`config.mk`:
```
export PLATFORM = sky130hd
export DESIGN_NAME = shift_seq_ctrl
export DESIGN_NICKNAME = d
export VERILOG_FILES = /design/src/rtl/shift_seq_ctrl.sv
export SDC_FILE = /design/constraint.sdc
export NUM_CORES = 1
export LEC_CHECK = 0
export ABC_AREA = 1
export CORE_MARGIN = 10
export CORE_UTILIZATION = 42
export DETAILED_ROUTE_END_ITERATION = 8
export PLACE_DENSITY = 0.8
export SLEW_MARGIN = 20
export SYNTH_ARGS = -nofsm -noshare
export SYNTH_HDL_FRONTEND = slang
export SYNTH_SLANG_ARGS = --single-unit
```
`constraint.sdc`:
```
create_clock -name clk_i -period 1.18 [get_ports clk_i]
set_clock_uncertainty 0.05 [all_clocks]
set_input_delay 0.177 -clock clk_i [delete_from_list [all_inputs] [get_ports clk_i]]
set_output_delay 0.177 -clock clk_i [all_outputs]
set_load 0.02 [all_outputs]
```
`src/rtl/shift_seq_ctrl.sv`:
```
// Round-robin word sequencer for a right-shift serial datapath: grants one of two
// requesters, then shifts the accepted word out LSB-first with done/idle-gap framing.
module shift_seq_ctrl #(
  parameter int WIDTH = 4,
  parameter int GAP   = 1
) (
  input  logic             clk_i,
  input  logic             rst_ni,
  input  logic             req0_valid_i,
  input  logic [WIDTH-1:0] req0_data_i,
  output logic             req0_ready_o,
  input  logic             req1_valid_i,
  input  logic [WIDTH-1:0] req1_data_i,
  output logic             req1_ready_o,
  output logic             ser_out_o,
  output logic             ser_en_o,
  output logic             grant_o,
  output logic             busy_o,
  output logic             done_o
);

  localparam int BW = $clog2(WIDTH);
  localparam int GW = (GAP > 1) ? $clog2(GAP) : 1;

  typedef enum logic [1:0] {S_IDLE, S_SHIFT, S_GAP} state_e;

  state_e           state_q, state_d;
  logic [WIDTH-1:0] shreg_q, shreg_d;
  logic [BW-1:0]    bcnt_q, bcnt_d;
  logic [GW-1:0]    gcnt_q, gcnt_d;
  logic             ptr_q, ptr_d;
  logic             grant_q, grant_d;
  logic             win1;

  // Requester 1 wins when it is the only one valid, or when both are valid and 0 was served last.
  assign win1 = req1_valid_i && (!req0_valid_i || !ptr_q);

  always_comb begin
    state_d      = state_q;
    shreg_d      = shreg_q;
    bcnt_d       = bcnt_q;
    gcnt_d       = gcnt_q;
    ptr_d        = ptr_q;
    grant_d      = grant_q;
    req0_ready_o = 1'b0;
    req1_ready_o = 1'b0;
    ser_en_o     = 1'b0;
    done_o       = 1'b0;
    case (state_q)
      S_IDLE: begin
        req0_ready_o = req0_valid_i && !win1;
        req1_ready_o = win1;
        if (req0_valid_i || req1_valid_i) begin
          shreg_d = win1 ? req1_data_i : req0_data_i;
          bcnt_d  = BW'(WIDTH - 1);
          ptr_d   = win1;
          grant_d = win1;
          state_d = S_SHIFT;
        end
      end
      S_SHIFT: begin
        ser_en_o = 1'b1;
        shreg_d  = {1'b0, shreg_q[WIDTH-1:1]};
        bcnt_d   = bcnt_q - 1'b1;
        if (bcnt_q == '0) begin
          done_o = 1'b1;
          bcnt_d = '0;
          if (GAP > 0) begin
            gcnt_d  = GW'(GAP - 1);
            state_d = S_GAP;
          end else begin
            state_d = S_IDLE;
          end
        end
      end
      S_GAP: begin
        gcnt_d = gcnt_q - 1'b1;
        if (gcnt_q == '0) begin
          gcnt_d  = '0;
          state_d = S_IDLE;
        end
      end
      default: state_d = S_IDLE;
    endcase
  end

  always_ff @(posedge clk_i or negedge rst_ni) begin
    if (!rst_ni) begin
      state_q <= S_IDLE;
      shreg_q <= '0;
      bcnt_q  <= '0;
      gcnt_q  <= '0;
      ptr_q   <= 1'b1;
      grant_q <= 1'b0;
    end else begin
      state_q <= state_d;
      shreg_q <= shreg_d;
      bcnt_q  <= bcnt_d;
      gcnt_q  <= gcnt_d;
      ptr_q   <= ptr_d;
      grant_q <= grant_d;
    end
  end

  assign ser_out_o = ser_en_o & shreg_q[0];
  assign busy_o    = (state_q != S_IDLE);
  assign grant_o   = grant_q;

endmodule

```
# Word level (Yosys, flattened, before mapping)
# Cells that the tools add are included.
dict set report word_totals {
  ff_bits 11
  input_bits 12
  out_inout_bits 7
  elab_cells 48
}
dict set report classes {
  n_addsub 2
  eq_ne 5
  muxes 18
  n_bitwise 1
  reduce_logical 16
}
# cell n
set op_table {}
lappend op_table {{$mux W2} 5}
lappend op_table {{$mux W4} 2}
lappend op_table {{$pmux W4 S2} 1}
lappend op_table {{$mux W1} 7}
lappend op_table {{$ne A2 B2 Y1 const B} 3}
lappend op_table {{$pmux W2 S3} 1}
lappend op_table {{$reduce_and A2 Y1} 3}
lappend op_table {{$reduce_bool A2 Y1} 3}
lappend op_table {{$logic_not A2 Y1} 2}
lappend op_table {{$pmux W2 S2} 1}
lappend op_table {{$logic_not A1 Y1} 3}
lappend op_table {{$reduce_and A3 Y1} 1}
lappend op_table {{$eq A2 B1 Y1 const B} 1}
lappend op_table {{$eq A2 B2 Y1 const B} 1}
lappend op_table {{$logic_and A1 B1 Y1} 2}
lappend op_table {{$logic_or A1 B1 Y1} 2}
lappend op_table {{$pmux W1 S2} 1}
lappend op_table {{$sub A2 B1 Y2 const B} 1}
lappend op_table {{$and A1 B1 Y1} 1}
lappend op_table {{$sub A1 B1 Y1 const B} 1}

# Logic depth before layout (Yosys ltp)
dict set report logic_depth {
  ltp_word 6
  ltp_mapped 7
  ltp_nobuf 7
}

# Least setup slack after synthesis
# Ideal clock, no wire load.
dict set report synth_timing {
  kind {reg-to-output}
  start {register state_q[1]}
  end {output port done_o}
  arrival_ps 1077
  t_required_ps 953
  path_slack_ps -124
  stages_incl_launch_ff 4
  n_path_buf 0
  cell_sequence {dfrtp_1 > nor2_4 > inv_4 > nor2_1}
}
dict set report synth_via {
  elab_chain_len 2
}
# element line
set synth_lines {}
lappend synth_lines {{start: declaration} 27} ;# state_e state_q, state_d;
lappend synth_lines {{start signal: assignment} 96} ;# state_q <= state_d;
lappend synth_lines {{$eq A2 B1 Y1} 49} ;# case (state_q)
lappend synth_lines {{$mux W1} 49}
lappend synth_lines {{end: declaration} 19} ;# output logic done_o
# No other way between the ends.

# Worst setup path after layout
dict set report layout_timing {
  start {register ptr_q}
  end {output port req0_ready_o}
}
dict set report layout_via {
  elab_chain_len 6
}
# element line
set layout_lines {}
lappend layout_lines {{start: declaration} 31} ;# logic ptr_q, ptr_d;
lappend layout_lines {{start signal: assignment} 100} ;# ptr_q <= ptr_d;
lappend layout_lines {{$logic_not A1 Y1} 36} ;# assign win1 = req1_valid_i && (!req0_valid_i || !ptr_q);
lappend layout_lines {{$logic_or A1 B1 Y1} 36}
lappend layout_lines {{$logic_and A1 B1 Y1} 36}
lappend layout_lines {{$logic_not A1 Y1} 51} ;# req0_ready_o = req0_valid_i && !win1;
lappend layout_lines {{$logic_and A1 B1 Y1} 51}
lappend layout_lines {{$mux W1} 49}
lappend layout_lines {{end: declaration} 11} ;# output logic req0_ready_o,
# No other way between the ends.

==> results.toml <==
[status]
run_status = "finished with violations"
violations = "negative setup slack"

[drt]
wl_mm = 2.02
drc = 0
drt_iter0_drc = 11
ant_nets = 0
via_count = 665
wl_per_cell_um = 14.7
first_pass_iters = 4
vias_per_cell = 4.85

[power]
ir_drop_v = 0.00148
power_w = 0.00302
power.density_nw_per_um2 = 2800
p_leak_nw = 0.568

[global_routing]
grt_max_degree = 11
met3_usage_pct = 4.49
grt_usage_pct = 12.3
grt_pass1_wl_mm = 3.28
gr-total-overflow = 0
antenna_found_initial = 0
gr-max-usage-layer = "met2"
grtUsageMet2_pct = 21.5
grt_pass1_vias = 720
grt.met1_usage_pct = 12.9

[die]
initial_core_util_pct = 43.7
ios = 19
core_um2 = 1280
dieArea_um2 = 3200
chipHeight_um = 56.6
die_x_um = 56.6
rows = 13

[logic_synthesis]
syn-num-nets = 90
synth_largest_area_cell = "dfrtp_1"
ys_ff_latch = 10
ys_warn_count = 0
synth_seq_area_share_pct = 44.8
synth_top_area_share_pct = 40.1
yosysUniqueCellTypes = 15
synth.avg_cell_area_um2 = 7.20
synthesis.instances = 78
ys_top_cells_by_area = "dfrtp_1 40%, nand2_1 23%, nand3_1 6.2%"
synth_area_um2 = 562

[clock_tree]
clock_path_buffers = 2
cts_tree = "built"
htreeDepth = 1
clkSinkCount = 10
insertion_delay_ns = 0.27
cts_made_buffers = 3
path_clk_slew_ns = 0.07
cts-root-buf = "clkbuf_4"

[sta]
slew_headroom_pct = 86.7
maxClockFrequency_mhz = 681
rsz0062_at_grt = "yes"
worst_slack_ns = -0.288
period_share_pct = 124
setup_viol = 10
drv_slew = 0
hold_viol_final = 0
worst_pin_slew_ns = 0.199
min_period_ns = 1.47

[finish]
final_util_pct = 84.1
stdcell_count = 137
design_area_um2 = 1080
nets = 135
final_common_cell = "nand2_1"
diodes = 0
layout_common_cells = "30 x nand2_1, 17 x buf_4, 11 x buf_6"
drive_gt1_share_pct = 50.8
area_growth_pct = 92.4

[critical_path]
crit_type = "reg -> out"
ff2ff_setup_slack_ns = -0.23
arrival_ns = 1.24
required_ns = 0.95
start_kind = "flop"
reg2reg_depth = 9
critical_path.max_fanout = 3
end_kind = "output port"

[place]
dp_slack_ns = -0.630
portBuffers = 18
place.gp.congestion = 0.862
dp_hpwl_mm = 1.25
placed_area_um2 = 871
dp_cells = 124

[flow_run]
maxCapViolCount = 0

[hold_path]
worstHoldPathType = "in -> async"
worst paths after layout:
path	start	to
worst max-delay path	ptr_q$_DFFE_PN1P_	req0_ready_o
min in group clk_i	grant_o$_DFFE_PN0P_	grant_o$_DFFE_PN0P_
worst min register to register	grant_o$_DFFE_PN0P_	grant_o$_DFFE_PN0P_
worst max register to register	ptr_q$_DFFE_PN1P_	shreg_q[3]$_DFFE_PN0P_
max in group asynchronous	rst_ni	ptr_q$_DFFE_PN1P_
worst min-delay path	rst_ni	shreg_q[0]$_DFFE_PN0P_
critical path, stage by stage (launching register included):
cell	delay, ns
dfstp_2	0.54
nand2_2	0.07
nand2_4	0.11
nand2_4	0.06
nor2_4	0.08
buf_6	0.12
cells by family after synthesis:
kind of cell	Yosys count	synth area share [%]
buf+inv	11	7.80
compound gates	3	2.67
simple gates	54	44.8
flops	10	44.8
cell usage after synthesis:
library cell  number
or2_2              1
nor2_2             1
inv_4              1
nor2_1             4
nand2_1           35
a21oi_1            2
inv_2              2
nand2_2            2
dfstp_2            1
inv_1              8
dfrtp_1            9
nand3_1            7
nand2_4            1
o21ai_0            1
nor2_4             3
flip-flops by register name, indices dropped and copies added, names as in the netlist:
name,count
shreg_q,4
bcnt_q,2
state_q,2
grant_o,1
ptr_q,1
where the power goes:
part	internal [W]	switching, W
combinational	0.000973	0.00110
sequential	0.000530	0.0000995
clock	0.000188	0.000133
total	0.00169	0.00133
area by class of cell:
class / count / area [um^2]
Timing Repair Buffer: 40 / 372
Multi-Input combinational cell: 57 / 357
Sequential cell: 10 / 251
Fill cell: 72 / 204
Inverter: 11 / 46.3
Clock buffer: 4 / 36.3
Tap cell: 15 / 18.8
through the flow:
step | setup TNS [ns] | hold WS (ns)
6_report | -1.97 | 0.138
5_1_grt | -2.55 | 0.149
4_1_cts | -1.48 | 0.141
3_5_place_dp | -4.71 | 0.414
3_3_place_gp | -4.16 | 0.407
2_1_floorplan | -0.0331 | -0.169
repair_timing:
item | CTS | global route
hold buffers | 0 | 0
resized for setup | 50 | 18
endpoints found under the hold margin | 0 | 0
pin swaps | 5 | 10
endpoints found under the setup margin | 10 | 14
setup buffers | 10 | 3
per-layer routing:
metal	routed length [um]	part of all wire [%]
met5	0	0
met4	24	1.2
met3	153	7.6
met2	1080	53
met1	764	38
No activity file was read; power rests on OpenSTA's default activity.
